$ cat src/rtl/util_fir_dec.sv
// Two-channel I/Q rate reducer: 16-tap symmetric low-pass FIR plus decimation, or a registered bypass.
// Build option: define UTIL_FIR_DEC_ROUND_EN to round half up before the Q15 shift; otherwise the result is truncated.
module util_fir_dec #(
  parameter int DEC_FACTOR = 8,
  parameter int DATA_WIDTH = 16
) (
  input  logic                      aclk,
  input  logic                      aresetn,
  input  logic                      s_axis_data_tvalid,
  output logic                      s_axis_data_tready,
  input  logic [DATA_WIDTH-1:0]     channel_0,
  input  logic [DATA_WIDTH-1:0]     channel_1,
  input  logic                      decimate,
  output logic                      m_axis_data_tvalid,
  output logic [2*DATA_WIDTH-1:0]   m_axis_data_tdata
);

  localparam int TAPS  = 16;
  localparam int ACC_W = 37;
  localparam int PH_W  = (DEC_FACTOR > 1) ? $clog2(DEC_FACTOR) : 1;

  function automatic logic signed [15:0] coef(input int k);
    case (k)
      0, 15:   return 16'sd256;
      1, 14:   return 16'sd512;
      2, 13:   return 16'sd1024;
      3, 12:   return 16'sd1536;
      4, 11:   return 16'sd2304;
      5, 10:   return 16'sd3072;
      6, 9:    return 16'sd3584;
      default: return 16'sd4096;
    endcase
  endfunction

  function automatic logic signed [DATA_WIDTH-1:0] rnd_sat(input logic signed [ACC_W-1:0] acc);
    logic signed [ACC_W-1:0] a;
    logic signed [ACC_W-1:0] s;
    a = acc;
`ifdef UTIL_FIR_DEC_ROUND_EN
    a = acc + ACC_W'(16384);
`endif
    s = a >>> 15;
    if (s > ACC_W'(32767))
      return 16'sh7fff;
    else if (s < -ACC_W'(32768))
      return 16'sh8000;
    else
      return s[DATA_WIDTH-1:0];
  endfunction

  logic                          tready_q;
  logic                          dec_p0;
  logic [PH_W-1:0]               phase_p0;
  logic signed [DATA_WIDTH-1:0]  x0_p0 [TAPS];
  logic signed [DATA_WIDTH-1:0]  x1_p0 [TAPS];
  logic                          vld_p0;
  logic                          vld_p1;
  logic [2*DATA_WIDTH-1:0]       tdata_p1;

  logic                          accept;
  logic                          mode_chg;
  logic signed [ACC_W-1:0]       acc0;
  logic signed [ACC_W-1:0]       acc1;
  logic signed [31:0]            prod0;
  logic signed [31:0]            prod1;
  logic signed [DATA_WIDTH-1:0]  y0;
  logic signed [DATA_WIDTH-1:0]  y1;

  assign accept   = s_axis_data_tvalid & tready_q;
  assign mode_chg = (decimate != dec_p0);

  // Stage p0 -> p1: full 16-tap MAC over the current delay line
  always_comb begin
    acc0  = '0;
    acc1  = '0;
    prod0 = '0;
    prod1 = '0;
    for (int k = 0; k < TAPS; k++) begin
      prod0 = 32'(x0_p0[k]) * 32'(coef(k));
      prod1 = 32'(x1_p0[k]) * 32'(coef(k));
      acc0  = acc0 + ACC_W'(prod0);
      acc1  = acc1 + ACC_W'(prod1);
    end
    y0 = rnd_sat(acc0);
    y1 = rnd_sat(acc1);
  end

  // Stage p0: delay lines, phase counter and compute flag
  always_ff @(posedge aclk or negedge aresetn) begin
    if (!aresetn) begin
      tready_q <= 1'b0;
      dec_p0   <= 1'b0;
      phase_p0 <= '0;
      vld_p0   <= 1'b0;
      for (int k = 0; k < TAPS; k++) begin
        x0_p0[k] <= '0;
        x1_p0[k] <= '0;
      end
    end else begin
      tready_q <= 1'b1;
      dec_p0   <= decimate;
      vld_p0   <= 1'b0;
      if (mode_chg) begin
        // A sample accepted on the switch edge becomes the first entry of the fresh line
        for (int k = 1; k < TAPS; k++) begin
          x0_p0[k] <= '0;
          x1_p0[k] <= '0;
        end
        x0_p0[0] <= (accept && decimate) ? channel_0 : '0;
        x1_p0[0] <= (accept && decimate) ? channel_1 : '0;
        phase_p0 <= (accept && decimate) ? PH_W'(1) : '0;
      end else if (accept && decimate) begin
        for (int k = 1; k < TAPS; k++) begin
          x0_p0[k] <= x0_p0[k-1];
          x1_p0[k] <= x1_p0[k-1];
        end
        x0_p0[0] <= channel_0;
        x1_p0[0] <= channel_1;
        phase_p0 <= phase_p0 + 1'b1;
        vld_p0   <= (phase_p0 == PH_W'(DEC_FACTOR - 1));
      end
    end
  end

  // Stage p1: output register; a flagged filter result takes precedence over a bypass sample
  always_ff @(posedge aclk or negedge aresetn) begin
    if (!aresetn) begin
      vld_p1   <= 1'b0;
      tdata_p1 <= '0;
    end else begin
      vld_p1 <= 1'b0;
      if (vld_p0) begin
        tdata_p1 <= {y1, y0};
        vld_p1   <= 1'b1;
      end else if (accept && !decimate) begin
        tdata_p1 <= {channel_1, channel_0};
        vld_p1   <= 1'b1;
      end
    end
  end

  assign s_axis_data_tready = tready_q;
  assign m_axis_data_tvalid = vld_p1;
  assign m_axis_data_tdata  = tdata_p1;

endmodule

$ cat config.mk
export PLATFORM = sky130hd
export DESIGN_NAME = util_fir_dec
export DESIGN_NICKNAME = d
export VERILOG_FILES = /design/src/rtl/util_fir_dec.sv
export SDC_FILE = /design/constraint.sdc
export NUM_CORES = 2
export LEC_CHECK = 0
export BUFFER_PORTS_ARGS = -buffer_cell sky130_fd_sc_hd__buf_2
export CELL_PAD_IN_SITES_DETAIL_PLACEMENT = 0
export CELL_PAD_IN_SITES_GLOBAL_PLACEMENT = 1
export CORE_MARGIN = 2
export CORE_UTILIZATION = 53
export DETAILED_ROUTE_END_ITERATION = 8
export PLACE_DENSITY = 0.88
export SYNTH_ARGS = -nofsm -noshare
export SYNTH_HDL_FRONTEND = slang
export SYNTH_SLANG_ARGS = --single-unit
export TNS_END_PERCENT = 5
$ cat constraint.sdc
create_clock -name aclk -period 12.92 [get_ports aclk]
set_input_delay 1.938 -clock aclk [delete_from_list [all_inputs] [get_ports aclk]]
set_output_delay 1.938 -clock aclk [all_outputs]
set_load 0.03 [all_outputs]
After elaboration in Yosys (flattened, before gate mapping)
Index checks and enable logic that the tools add are counted.
{"block": "word_totals", "regBits": 551, "out_inout_bits": 34, "in_bits": 36}
{"block": "classes", "n_mul": 16, "addsub": 31, "n_bitwise": 1, "muxes": 19, "n_reduce_logical": 5, "n_lt_le_gt_ge": 4, "eq_ne": 2}
{"op": "256-bit two-way mux", "n": 4}
{"op": "16-bit by 3-bit multiplier with 19-bit output, second input constant", "n": 8}
{"op": "16-bit two-way mux", "n": 6}
{"op": "16-bit by 5-bit multiplier with 21-bit output, second input constant", "n": 4}
{"op": "16-bit by 4-bit multiplier with 20-bit output, second input constant", "n": 4}
{"op": "36-bit by 29-bit adder with 37-bit output", "n": 2}
{"op": "37-bit by 24-bit adder with 37-bit output", "n": 2}
{"op": "37-bit by 25-bit adder with 37-bit output", "n": 2}
{"op": "37-bit by 26-bit adder with 37-bit output", "n": 2}
{"op": "37-bit by 28-bit adder with 37-bit output", "n": 2}
{"op": "35-bit by 29-bit adder with 36-bit output", "n": 2}
{"op": "34-bit by 29-bit adder with 35-bit output", "n": 2}
{"op": "33-bit by 28-bit adder with 34-bit output", "n": 2}
{"op": "32-bit by 28-bit adder with 33-bit output", "n": 2}
{"op": "31-bit by 29-bit adder with 32-bit output", "n": 2}
{"op": "32-bit two-way mux", "n": 2}
{"op": "30-bit by 29-bit adder with 31-bit output", "n": 2}
{"op": "29-bit by 29-bit adder with 30-bit output", "n": 2}
{"op": "27-bit by 28-bit adder with 29-bit output", "n": 2}
{"op": "26-bit by 26-bit adder with 27-bit output", "n": 2}
{"op": "24-bit by 25-bit adder with 26-bit output", "n": 2}
{"op": "22-bit by 16-bit > comparator with 1-bit output, second input constant", "n": 2}
{"op": "22-bit by 16-bit < comparator with 1-bit output, second input constant", "n": 2}
{"op": "3-bit two-way mux", "n": 2}
{"op": "other kinds (8)", "n": 14}

Logic depth before layout (Yosys ltp)
{"block": "logic_depth", "depth_word": 19, "depth_mapped": 39, "mapped_depth_nobuf": 38}

Worst setup path before layout
No wires, ideal clock.
{"block": "synth_path", "kind": "reg2reg", "startpoint": "register x0_p0[98] in the netlist's numbering", "endpoint": "register tdata_p1[10] (netlist: m_axis_data_tdata[10])", "path_stages_with_launch": 38, "setup_ns": 0.077, "n_path_buf": 1, "setup_slack_ns": 3.593, "arrival_time_ns": 9.250, "synth_period_minus_slack_ns": 9.327, "path_cell_list": "dfrtp_1 ha_1 inv_1 fa_1 inv_1 ha_1 a21o_1 a21o_1 a21oi_1 o21ai_0 a41oi_1 a21oi_1 and4_1 a2111oi_0 a21oi_1 xnor2_1 fa_1 inv_1 [2 not listed] fa_1 fa_1 fa_1 inv_1 fa_1 inv_1 ha_1 a21o_1 a21o_1 a2111oi_2 nor3_1 a21oi_2 xnor2_1 nand4b_1 a32oi_1 buf_2 nand2_1 a21oi_1"}
{"block": "synth_between", "elab_chain_cells": 12, "elab_cells_between_ends": 13, "cone_classes": "7 x add/sub; 1 x mul; 2 x order compare; 3 x mux"}
{"element": "start, declared", "line": "54", "rtl": "logic signed [DATA_WIDTH-1:0] x0_p0 [TAPS];"}
{"element": "start signal, assigned by index", "line": "114", "rtl": "x0_p0[k] <= x0_p0[k-1];"}
{"element": "16-bit by 4-bit multiplier with 20-bit output *", "line": "79", "rtl": "prod0 = 32'(x0_p0[k]) * 32'(coef(k));"}
{"element": "34-bit by 29-bit adder with 35-bit output *", "line": "81", "rtl": "acc0 = acc0 + ACC_W'(prod0);"}
{"element": "35-bit by 29-bit adder with 36-bit output *", "line": "81"}
{"element": "36-bit by 29-bit adder with 37-bit output *", "line": "81"}
{"element": "37-bit by 28-bit adder with 37-bit output *", "line": "81"}
{"element": "37-bit by 26-bit adder with 37-bit output *", "line": "81"}
{"element": "37-bit by 25-bit adder with 37-bit output *", "line": "81"}
{"element": "37-bit by 24-bit adder with 37-bit output *", "line": "81"}
{"element": "22-bit by 16-bit < comparator with 1-bit output", "line": "45", "rtl": "else if (s < -ACC_W'(32768))"}
{"element": "16-bit two-way mux", "line": "45"}
{"element": "16-bit two-way mux *", "line": "43", "rtl": "if (s > ACC_W'(32767))"}
{"element": "32-bit two-way mux *", "line": "132", "rtl": "if (vld_p0) begin"}
{"element": "end signal, assigned", "line": "133", "rtl": "tdata_p1 <= {y1, y0};"}
{"element": "end signal, assigned", "line": "136", "rtl": "tdata_p1 <= {channel_1, channel_0};"}
{"element": "end, declared", "line": "58", "rtl": "logic [2*DATA_WIDTH-1:0] tdata_p1;"}
Every way passes the cells marked *; elsewhere a longest branch is shown, timed or not.
A chain may end at the register's enable or synchronous reset.

Final worst setup path
{"block": "layout_path", "startpoint": "register x0_p0[98] in the netlist's numbering", "endpoint": "register tdata_p1[12] (netlist: m_axis_data_tdata[12])"}
Same word-level chain as after synthesis.

==> flow_summary.yaml <==
clock_network:
  post_cts_resized: 0
  h-tree-depth: 3
  cts.sinks: 551
  root_buffer: "clkbuf_16"
  numCtsBuffers: 70
  hold_buffers: 0
  post_cts_buffers: 0
  cts_tree: "yes"
  cts_buffer_depth: 3
  path_clk_slew_ns: 0.06
  worstSkewPairLatency_ns: 0.63
floorplanning:
  rows: 112
  io_pins: 70
  core-area_sq_um: 93500
  dieArea_sq_um: 97000
  die_w_um: 312
  die_h_um: 312
  start_util: 0.536
synthesis:
  yosysWarnings: 0
  synth-async-reset-ratio: 1.00
  synth_flop_cell: "dfrtp_1"
  ys_seq_area_frac: 0.275
  syn_area_per_cell_sq_um: 10.5
  synth_edf_count: 0
  synth_fp_nets: 5945
  ys_types: 72
  synthCells: 4755
  synth_seq_cells: 551
  synth_area_sq_um: 50100
pwr:
  total_power_w: 0.00421
  ir_worst_vdd_mv: 0.0876
  power.leakage_nw: 28.3
  powerDensity_nw_per_um2: 77.8
critical_path:
  worst_path_max_delay_cell: "a221oi_4"
  crit_arrival_ns: 11.55
  crit_required_ns: 13.34
  start_kind: "register"
  r2r_cells: 36
  path_max_fanout: 15
  critical-path-max-stage-delay_ns: 0.93
  end_kind: "register"
  path_class: "reg -> reg"
  path_common_cell: "fa_1"
global_route:
  grt_pass1_vias: 35084
  grt.total_usage: 0.254
  grt.overflow.total: 0
  grt_max_degree: 216
  antenna_found_initial: 2
  grt_pass1_wl_um: 196000
placement:
  io_buffers: 69
  gp_congestion: 0.852
  place_ws_ns: 1.88
  dp_hpwl_um: 90900
timing:
  rsz0062_at_grt: "false"
  period_minus_slack_ns: 11.12
  period_share: 0.861
  finalWorstSetupSlack_ns: 1.80
  fin_skew_ns: 0.0283
  setup_viol: 0
  slew-limit-headroom: 0.162
  hold_viol: 0
  fmax_mhz: 89.9
  slew_violations: 0
  finalSetupTns_ns: 0
  worstMarginPinSlew_ns: 1.25
final_layout:
  layout_commonest_cell: "inv_1"
  drive_above_1_share: 0.0472
  area_delta_synth_final_pct: 8.07
  final_cell_mix: "inv_1, fa_1, dfrtp_1, ha_1, a22o_1"
  final_nets: 5969
drt:
  post_drt_via_cell_ratio: 5.56
  drt_iter0_drc: 2483
  vias: 33848
  antenna_left: 0
  routed_wl_um: 119000
  drc: 0
  wl_per_cell_um: 19.6
  drt-pass1-iter-count: 7
worst_hold_path:
  min-delay-path-class: "reg -> reg"
  hold_path_depth: 1
outcome:
  status: "finished clean"
flow_run:
  maxCapViolations: 0
-- cell usage after synthesis, types with 7 or more instances --
cell | count | area, sq um
a211oi_1 | 17 | 128
a21boi_0 | 21 | 158
a21o_1 | 50 | 375
a21oi_1 | 181 | 906
a221o_1 | 13 | 130
a22o_1 | 503 | 4410
and3_1 | 21 | 131
buf_1 | 7 | 26.3
clkbuf_1 | 123 | 462
dfrtp_1 | 551 | 13800
fa_1 | 621 | 12400
ha_1 | 533 | 6670
inv_1 | 1040 | 3900
nand2_1 | 127 | 477
nand2b_1 | 38 | 238
nand3_1 | 35 | 175
nand4_1 | 7 | 43.8
nor2_1 | 175 | 657
nor2b_1 | 43 | 269
nor3_1 | 54 | 270
nor3b_1 | 7 | 52.6
nor4_1 | 8 | 50.1
o21a_1 | 28 | 210
o21ai_0 | 163 | 816
o21bai_1 | 19 | 143
or3_1 | 37 | 231
xnor2_1 | 170 | 1490
xor2_1 | 77 | 674
-- cell type report --
type                       count  area, sq um
antenna                        1         2.50
clock buffer                  95         2060
clock inverter                28          373
fill                        7815        39300
inverter                    1040         3900
multi-input combinational   3030        31900
sequential                   551        13800
tap                         1254         1570
timing repair buffer          86          533
-- final timing paths --
path | end | startpoint | slack (ns)
max | m_axis_data_tdata[12]$_DFFE_PN0P_ | x0_p0[98]$_DFFE_PN0P_ | 1.80
min | m_axis_data_tdata[31]$_DFFE_PN0P_ | m_axis_data_tdata[31]$_DFFE_PN0P_ | 0.48
max reg2reg | m_axis_data_tdata[12]$_DFFE_PN0P_ | x0_p0[98]$_DFFE_PN0P_ | 1.80
min reg2reg | m_axis_data_tdata[31]$_DFFE_PN0P_ | m_axis_data_tdata[31]$_DFFE_PN0P_ | 0.48
max in group asynchronous | x0_p0[149]$_DFFE_PN0P_ | aresetn | 9.47
min in group asynchronous | x1_p0[143]$_DFFE_PN0P_ | aresetn | 1.33
-- metrics by stage --
step	area, sq um	util	hold WS [ns]	std cells
3_5_place_dp	51700	0.553	0.467	5961
2_1_floorplan	50100	-	0.466	4755
4_1_cts	54200	0.579	0.482	6084
3_3_place_gp	51700	0.553	0.465	5961
5_1_grt	54200	0.579	0.526	6084
6_report	54200	0.579	0.480	6085
-- critical path: cells and delay by family, from the launching register on --
| kind | cells | cell delay, ns |
|---|---|---|
| adders and majority gates | 10 | 4.68 |
| xor gates and xnor gates | 2 | 0.34 |
| and+or+nand+nor | 3 | 0.49 |
| AOI/OAI and AO/OA | 15 | 4.59 |
| DFF | 1 | 0.45 |
| buffers and inverters | 6 | 0.36 |
-- logic make-up (layout without fill, tap and decap cells) --
family          count (synthesis)  count (layout)  synth area share
compound gates               1049            1049             0.156
xor+xnor                      247             247            0.0432
fa+ha+maj                    1154            1154             0.381
buf+inv                      1174            1249            0.0883
flops                         551             551             0.275
mux                             7               7           0.00142
other cells                     1               2         0.0000748
simple gates                  572             572            0.0550
-- state kept, by name, summed over array words and instances (netlist names) --
register and count:
dec_p0 1, m_axis_data_tdata 32, m_axis_data_tvalid 1, phase_p0 3, s_axis_data_tready 1, vld_p0 1, x0_p0 256, x1_p0 256
-- per-layer routing --
layer / routed length (um) / track usage
met1: 55200 / 0.376
met2: 53900 / 0.390
met3: 6970 / 0.0419
met4: 3020 / 0.0647
met5: 0 / 0
-- power breakdown --
part | internal [W] | switching, W | total, W
Clock | 0.00128 | 0.000814 | 0.00209
Combinational | 0.0000908 | 0.000251 | 0.000341
Sequential | 0.00175 | 0.0000271 | 0.00178
Power figures use the tool's default switching activity.
